===== config.mk =====
export PLATFORM = sky130hd
export DESIGN_NAME = cam_fill_ctrl
export DESIGN_NICKNAME = d
export VERILOG_FILES = /design/src/rtl/cam_fill_ctrl.sv
export SDC_FILE = /design/constraint.sdc
export NUM_CORES = 1
export LEC_CHECK = 0
export CAP_MARGIN = 20
export CORE_ASPECT_RATIO = 1.75
export CORE_MARGIN = 1
export CORE_UTILIZATION = 41
export CTS_CLUSTER_SIZE = 25
export DETAILED_ROUTE_END_ITERATION = 8
export MAX_ROUTING_LAYER = met4
export PLACE_DENSITY = 0.77
export REMOVE_ABC_BUFFERS = 1
export SYNTH_ARGS = -nofsm -noshare
export SYNTH_HDL_FRONTEND = slang
export SYNTH_SLANG_ARGS = --single-unit
export TNS_END_PERCENT = 10

===== constraint.sdc =====
create_clock -name clk -period 2.5 [get_ports clk]
set_input_delay 0.25 -clock clk [delete_from_list [all_inputs] [get_ports clk]]
set_output_delay 0.25 -clock clk [all_outputs]
set_load 0.01 [all_outputs]

===== src/rtl/cam_fill_ctrl.sv =====
// cam_fill_ctrl: miss-handling and fill controller in front of a CAM cache.
// Looks tags up, refills misses from backing memory into a victim entry, and sequences full flushes.
module cam_fill_ctrl #(
   parameter int WORDS     = 8,
   parameter int BITS      = 8,
   parameter int TAG_SZ    = 8,
   parameter int ADDR_LEFT = $clog2(WORDS) - 1
) (
   input  logic                clk,
   input  logic                rst_,
   input  logic                flush,
   input  logic                req_valid,
   output logic                req_ready,
   input  logic [TAG_SZ-1:0]   req_tag,
   output logic                rsp_valid,
   input  logic                rsp_ready,
   output logic [BITS-1:0]     rsp_data,
   output logic                rsp_hit,
   output logic                busy,
   output logic                cam_read,
   output logic [TAG_SZ-1:0]   cam_check_tag,
   input  logic                cam_found,
   input  logic [BITS-1:0]     cam_data,
   output logic                cam_write_,
   output logic [ADDR_LEFT:0]  cam_w_addr,
   output logic [BITS-1:0]     cam_wdata,
   output logic [TAG_SZ-1:0]   cam_new_tag,
   output logic                cam_new_valid,
   output logic                mem_req,
   output logic [TAG_SZ-1:0]   mem_tag,
   input  logic                mem_ack,
   input  logic [BITS-1:0]     mem_rdata
);
   typedef enum logic [2:0] {IDLE, LOOK, CMP, MREQ, FILL, RESP, FLUSH} state_t;
   localparam logic [ADDR_LEFT:0] LAST = (ADDR_LEFT + 1)'(WORDS - 1);
   state_t              state, nxt;
   logic [TAG_SZ-1:0]   tag_q;
   logic [BITS-1:0]     data_q;
   logic                hit_q;
   logic [WORDS-1:0]    vmap;
   logic [ADDR_LEFT:0]  rr_ptr, cnt, victim;
   logic                full;
   always_ff @(posedge clk or negedge rst_)
      if (!rst_) state <= IDLE;
      else state <= nxt;
   always_comb begin
      nxt = state;
      case (state)
         IDLE:    nxt = flush ? FLUSH : req_valid ? LOOK : IDLE;
         LOOK:    nxt = CMP;
         CMP:     nxt = cam_found ? RESP : MREQ;
         MREQ:    nxt = mem_ack ? FILL : MREQ;
         FILL:    nxt = RESP;
         RESP:    nxt = rsp_ready ? IDLE : RESP;
         FLUSH:   nxt = cnt == LAST ? IDLE : FLUSH;
         default: nxt = IDLE;
      endcase
   end
   // Lowest-index invalid entry wins; round-robin only once every entry is valid.
   always_comb begin
      victim = rr_ptr;
      for (int i = WORDS - 1; i >= 0; i--)
         if (!vmap[i]) victim = i[ADDR_LEFT:0];
   end
   assign full = &vmap;
   always_ff @(posedge clk or negedge rst_)
      if (!rst_) begin
         tag_q  <= '0;
         data_q <= '0;
         hit_q  <= 1'b0;
         vmap   <= '0;
         rr_ptr <= '0;
         cnt    <= '0;
      end else begin
         if (state == IDLE && !flush && req_valid) tag_q <= req_tag;
         if (state == IDLE) cnt <= '0;
         else if (state == FLUSH) cnt <= cnt + 1'b1;
         if (state == CMP && cam_found) begin
            data_q <= cam_data;
            hit_q  <= 1'b1;
         end
         if (state == MREQ && mem_ack) data_q <= mem_rdata;
         if (state == FILL) begin
            vmap[victim] <= 1'b1;
            hit_q        <= 1'b0;
            if (full) rr_ptr <= rr_ptr == LAST ? '0 : rr_ptr + 1'b1;
         end
         if (state == FLUSH && cnt == LAST) begin
            vmap   <= '0;
            rr_ptr <= '0;
         end
      end
   always_comb begin
      req_ready     = state == IDLE && !flush;
      busy          = state != IDLE;
      cam_read      = state == LOOK || state == CMP;
      cam_check_tag = (state == LOOK || state == CMP) ? tag_q : '0;
      cam_write_    = !(state == FILL || state == FLUSH);
      cam_w_addr    = state == FILL ? victim : state == FLUSH ? cnt : '0;
      cam_wdata     = state == FILL ? data_q : '0;
      cam_new_tag   = state == FILL ? tag_q : '0;
      cam_new_valid = state == FILL;
      mem_req       = state == MREQ;
      mem_tag       = state == MREQ ? tag_q : '0;
      rsp_valid     = state == RESP;
      rsp_data      = state == RESP ? data_q : '0;
      rsp_hit       = state == RESP && hit_q;
   end
endmodule


# Word level (Yosys, flattened, before mapping)
# Index checks and enable logic that the tools add are counted.
# Widths: inputs -> output; s select.
# totals
register_bits	34
output_inout_bits	51
# classes
addsub	2
order_cmp	2
eq_ne	8
muxes	36
n_bitwise	1
n_reduce_logical	20
# op_table
operator	count
$mux 8	9
$mux 3	21
$pmux 3 s7	1
$eq 3x3->1 const B	5
$reduce_bool 2->1	5
$or 8x8->8	1
$reduce_and 8->1	1
$logic_and 1x1->1	7
$add 3x1->3 const B	2
$eq 3x2->1 const B	2
$lt 3x4->1 const B	1
$mux 1	4
$demux 1 s3	1
$eq 3x1->1 const B	1
$ge 3x1->1 const B	1
$logic_not 3->1	1
$reduce_bool 3->1	1
$logic_not 1->1	2
$logic_or 1x1->1	2
$reduce_and 2->1	1

# Longest topological paths before layout
# depth
depth_word	15
ltp_mapped	6
mapped_depth_nobuf	5

# Worst setup path before layout
# Ideal clock, no wire load.
# synth_timing
path_kind	flip-flop to flip-flop
start	reg state[1]
end	reg tag_q[0]
arrival_ps	1596
required_ps	2375
path_slack_ps	779
path_stages_with_launch	5
synth_period_minus_slack_ps	1721
path_cell_list	dfrtp_1 or3_1 nor2_1 nand2_1 mux2_2
# synth_via
elab_chain_len	3
# synth_lines
element	line_no	source
from (decl)	36	state_t state, nxt;
from (signal assigned)	45	else state <= nxt;
$logic_not 3->1	-	
$logic_and 1x1->1	-	
net req_ready	13	output logic req_ready,
$logic_and 1x1->1	75	if (state == IDLE && !flush && req_valid) tag_q <= req_tag;
to (signal assigned)	75	
to (decl)	37	logic [TAG_SZ-1:0] tag_q;
# The timed path passes the listed nets, and every way through them passes these cells.
# A chain may end at the register's enable or synchronous reset.

# Worst setup path after layout
# layout_timing
start	reg state[1]
end	out cam_new_tag[5]
# layout_via
elab_chain_len	2
# layout_lines
element	line_no	source
$eq 3x3->1	101	cam_new_tag = state == FILL ? tag_q : '0;
$mux 8	101	
to (decl)	27	output logic [TAG_SZ-1:0] cam_new_tag,
# Every way passes these cells.

==> summary by stage <==
Outcome
The run finished with clean final reports.

Final layout
The post-route netlist has 10.2% of its cells at a drive strength greater than 1. Leaving out fill and tap cells, the most frequent cell in the layout is sky130_fd_sc_hd__clkdlybuf4s50_1. The final cell area excluding filler cells is 2960 um2. The filler cells instantiated in the layout total 409. The number of diodes added for antenna fixing is 0.

The net count of the finished layout is around 330. In the layout the commonest cells are 81 x sky130_fd_sc_hd__clkdlybuf4s50_1, 42 x sky130_fd_sc_hd__and2_1, 34 x sky130_fd_sc_hd__dfrtp_1. The non-filler instance count after layout is roughly 350. From synthesis to final layout, the design area changed by 49.9%.

Worst setup path
The number of buffer and inverter instances along the worst setup path is 3. STA puts the critical path data arrival time at approximately 2100 ps. The family with the most delay on the worst path is buffers and inverters. The critical-path maximum fanout is 16.

STA classifies the critical path startpoint as a flip-flop. The critical path is of the reg2out type. STA classifies the critical path endpoint as a primary output. Traced cell by cell, the critical path runs through or3b_4, clkinv_2, buf_4, and2_1, clkdlybuf4s50_1. The data required time at the worst endpoint is approximately 2300 ps.

The slowest stage of the critical path belongs to the cell sky130_fd_sc_hd__clkdlybuf4s50_1. The delay of the slowest critical-path stage is approximately 520 ps.

Floorplan
The chip width is 54.4 um. Measured along the y axis, the die boundary spans approximately 94 um. The floorplan step defined a core boundary enclosing ~4700 um2.

slightly above 80 I/O pins were placed. The starting density of the core is between 40% and 50%. The die outline area is around 5000 um2. After floorplanning, the core was divided into 33 placement rows.

Clocking
The setup fix buffers added after clock tree synthesis is 0. The number of gates resized after cts is 0. The H-tree was split into 2 levels. TritonCTS built the clock tree. Clock-pin slew was measured on the worst setup and hold paths at about 70 ps. The number of buffers created by CTS is 5. For this design, the sink count on the clock tree is 34.

In this run the deepest clock path goes through 2 buffers. The number of hold buffers added after cts is 0. Clock latency on the worst-skew pair, taken at its later pin, is 290 ps. CTS placed an instance of sky130_fd_sc_hd__clkbuf_8 at the clock tree root.

Synth
The count of cell types in the netlist is 41. The average footprint of a synthesized cell is 9.39 um2. After synthesis, the share of flip-flops with an asynchronous set or reset is 100%. The synthesized netlist cell count is 210. The number of synthesized flops with an enable pin is 0. For this run, the number of Yosys warnings is 0.

The most used flip-flop cell after synthesis is sky130_fd_sc_hd__dfrtp_1. The post-synthesis cell area is about 2000 um2. The register area share after synthesis is a little over two fifths. The number of storage elements in the synthesis netlist is 34.

STA
Setup repair after global routing left no endpoint under its margin. The final number of max-transition violations was 0. The achievable clock frequency is ~420 MHz.

The actual transition at the worst max-transition pin is between 500 and 600 ps. The worst setup skew after layout is around 5.2 ps. The number of hold-slack violations in the final timing report was 0. The shortest clock period the worst path allows after layout is about 2400 ps. The post-route clock period utilization is 94.2%. Setup slack on the critical path of the routed design comes to roughly 150 ps. The max-slew headroom at the worst pin is between 60 and 70%. The final setup violation count is 0.

Power and ir drop
In this run the static leakage power is about 1.3 nW. The power density relative to cell area is approximately 1100 nW/um2. The highest ir drop seen on vdd is roughly 660 uV. The overall power consumption is roughly 0.0032 W.

Placed design
The placed wire-length estimate after detailed placement is 3850 um. The congestion estimate from routability-driven global placement came to 0.841. The placed instances occupy a cell area of about 2900 um2.

The placed instance count is between 300 and 400. Before CTS, the worst setup slack after placement is roughly 340 ps. Buffers placed on the I/O ports in this run total 81.

Routing
After detailed routing, the number of vias per cell comes to between 5 and 6. After detailed routing, the number of remaining DRC violations is 0. The total number of vias is roughly 1.8k. After detailed routing, the total wire length is 5200 um.

The detailed-route wire length per cell is around 15 um. The detailed router finished its first iteration with 27 violations. The first-pass iteration count of the detailed router is 4. The remaining number of nets flagged by the antenna check after routing is 0.

Run
Max-cap violations in this run came to 0.

Global route
The number of global-route vias before repair was 1867. The total global routing overflow is 0. The pin count of the biggest net entering global routing is 35. The first-pass GRT wire length is slightly below 9000 um. For this run, the total global-route usage over all layers was measured as a little under a quarter.

The number of antenna violations at the first check in global routing came to 0.

Min path
The min-delay analysis places its worst path in the category in2async.
## layout make-up
class	count	area (um2)	area share, %
clock inverter	1	5.00	0.169
sequential	34	851	28.8
tap	52	65.1	2.20
multi-input combinational	160	1070	36.2
clock buffer	7	86.3	2.92
inverter	6	23.8	0.804
timing repair buffer	87	856	28.9
## kinds of logic after synthesis
family                     after synthesis  share of synthesized area [%]
AOI/OAI and AO/OA                       37                           12.2
xor gates and xnor gates                 1                          0.444
adders and majority gates                4                           2.54
buffers and inverters                   16                           3.11
DFF                                     34                           43.1
muxes                                   20                           10.7
and+or+nand+nor                         98                           27.8
## worst paths after layout
kind / start / to / slack, ps / depth (start not counted)
worst max-delay path: state[1]$_DFF_PN0_ / cam_new_tag[5] / 150 / 5
worst min-delay path: rst_ / rr_ptr[0]$_DFFE_PN0P_ / 370 / 2
worst max register to register: state[1]$_DFF_PN0_ / tag_q[6]$_DFFE_PN0P_ / 670 / 5
worst min register to register: hit_q$_DFFE_PN0P_ / hit_q$_DFFE_PN0P_ / 500 / 1
max in group asynchronous: rst_ / tag_q[5]$_DFFE_PN0P_ / 1810 / 2
min in group clk: hit_q$_DFFE_PN0P_ / hit_q$_DFFE_PN0P_ / 500 / 1
## state kept, by name, indices dropped and copies added, names as in the netlist
name,flops
rr_ptr,3
cnt,3
hit_q,1
tag_q,8
vmap,8
state,3
data_q,8
## Yosys cell counts (all sizes together) (2+ instances only)
| master | number | share of area, % |
|---|---|---|
| inv | 6 | 1.1 |
| mux2i | 11 | 5.6 |
| and3 | 2 | 0.63 |
| a22o | 5 | 2.2 |
| nor4 | 2 | 1.4 |
| nor2 | 19 | 3.6 |
| a31oi | 2 | 0.63 |
| clkbuf | 9 | 1.7 |
| or3b | 2 | 1.0 |
| or3 | 2 | 0.63 |
| nand2 | 17 | 3.2 |
| a22oi | 2 | 0.76 |
| a21o | 3 | 1.1 |
| ha | 4 | 2.5 |
| dfrtp | 34 | 43 |
| nand3b | 2 | 0.76 |
| nand3 | 3 | 0.76 |
| and2 | 42 | 13 |
| o21ai | 5 | 1.3 |
| a21oi | 13 | 3.3 |
| mux2 | 9 | 5.1 |
## layer usage
metal  up-vias  wire length (um)  track usage, %
met5         -                 0               -
met4         0               184            10.0
met3        17               200            3.88
met2        63              2780            40.1
met1       859              2030            26.3
li1        885                 -               -
## stage by stage
step	setup TNS (ps)	util, %	hold WS, ps
after CTS	0	63.3	390
final	0	63.4	370
after detailed placement	0	61.3	486
after global placement	0	61.3	496
after floorplan	-602	-	-45.6
after global routing	0	63.4	418
## power breakdown
part / internal (W) / switching (W) / leakage, nW / total [W]
Clock: 0.000222 / 0.000197 / 0.0482 / 0.000419
Combinational: 0.00101 / 0.000849 / 0.831 / 0.00186
Sequential: 0.000784 / 0.000184 / 0.399 / 0.000968
Power figures use the tool's default switching activity.
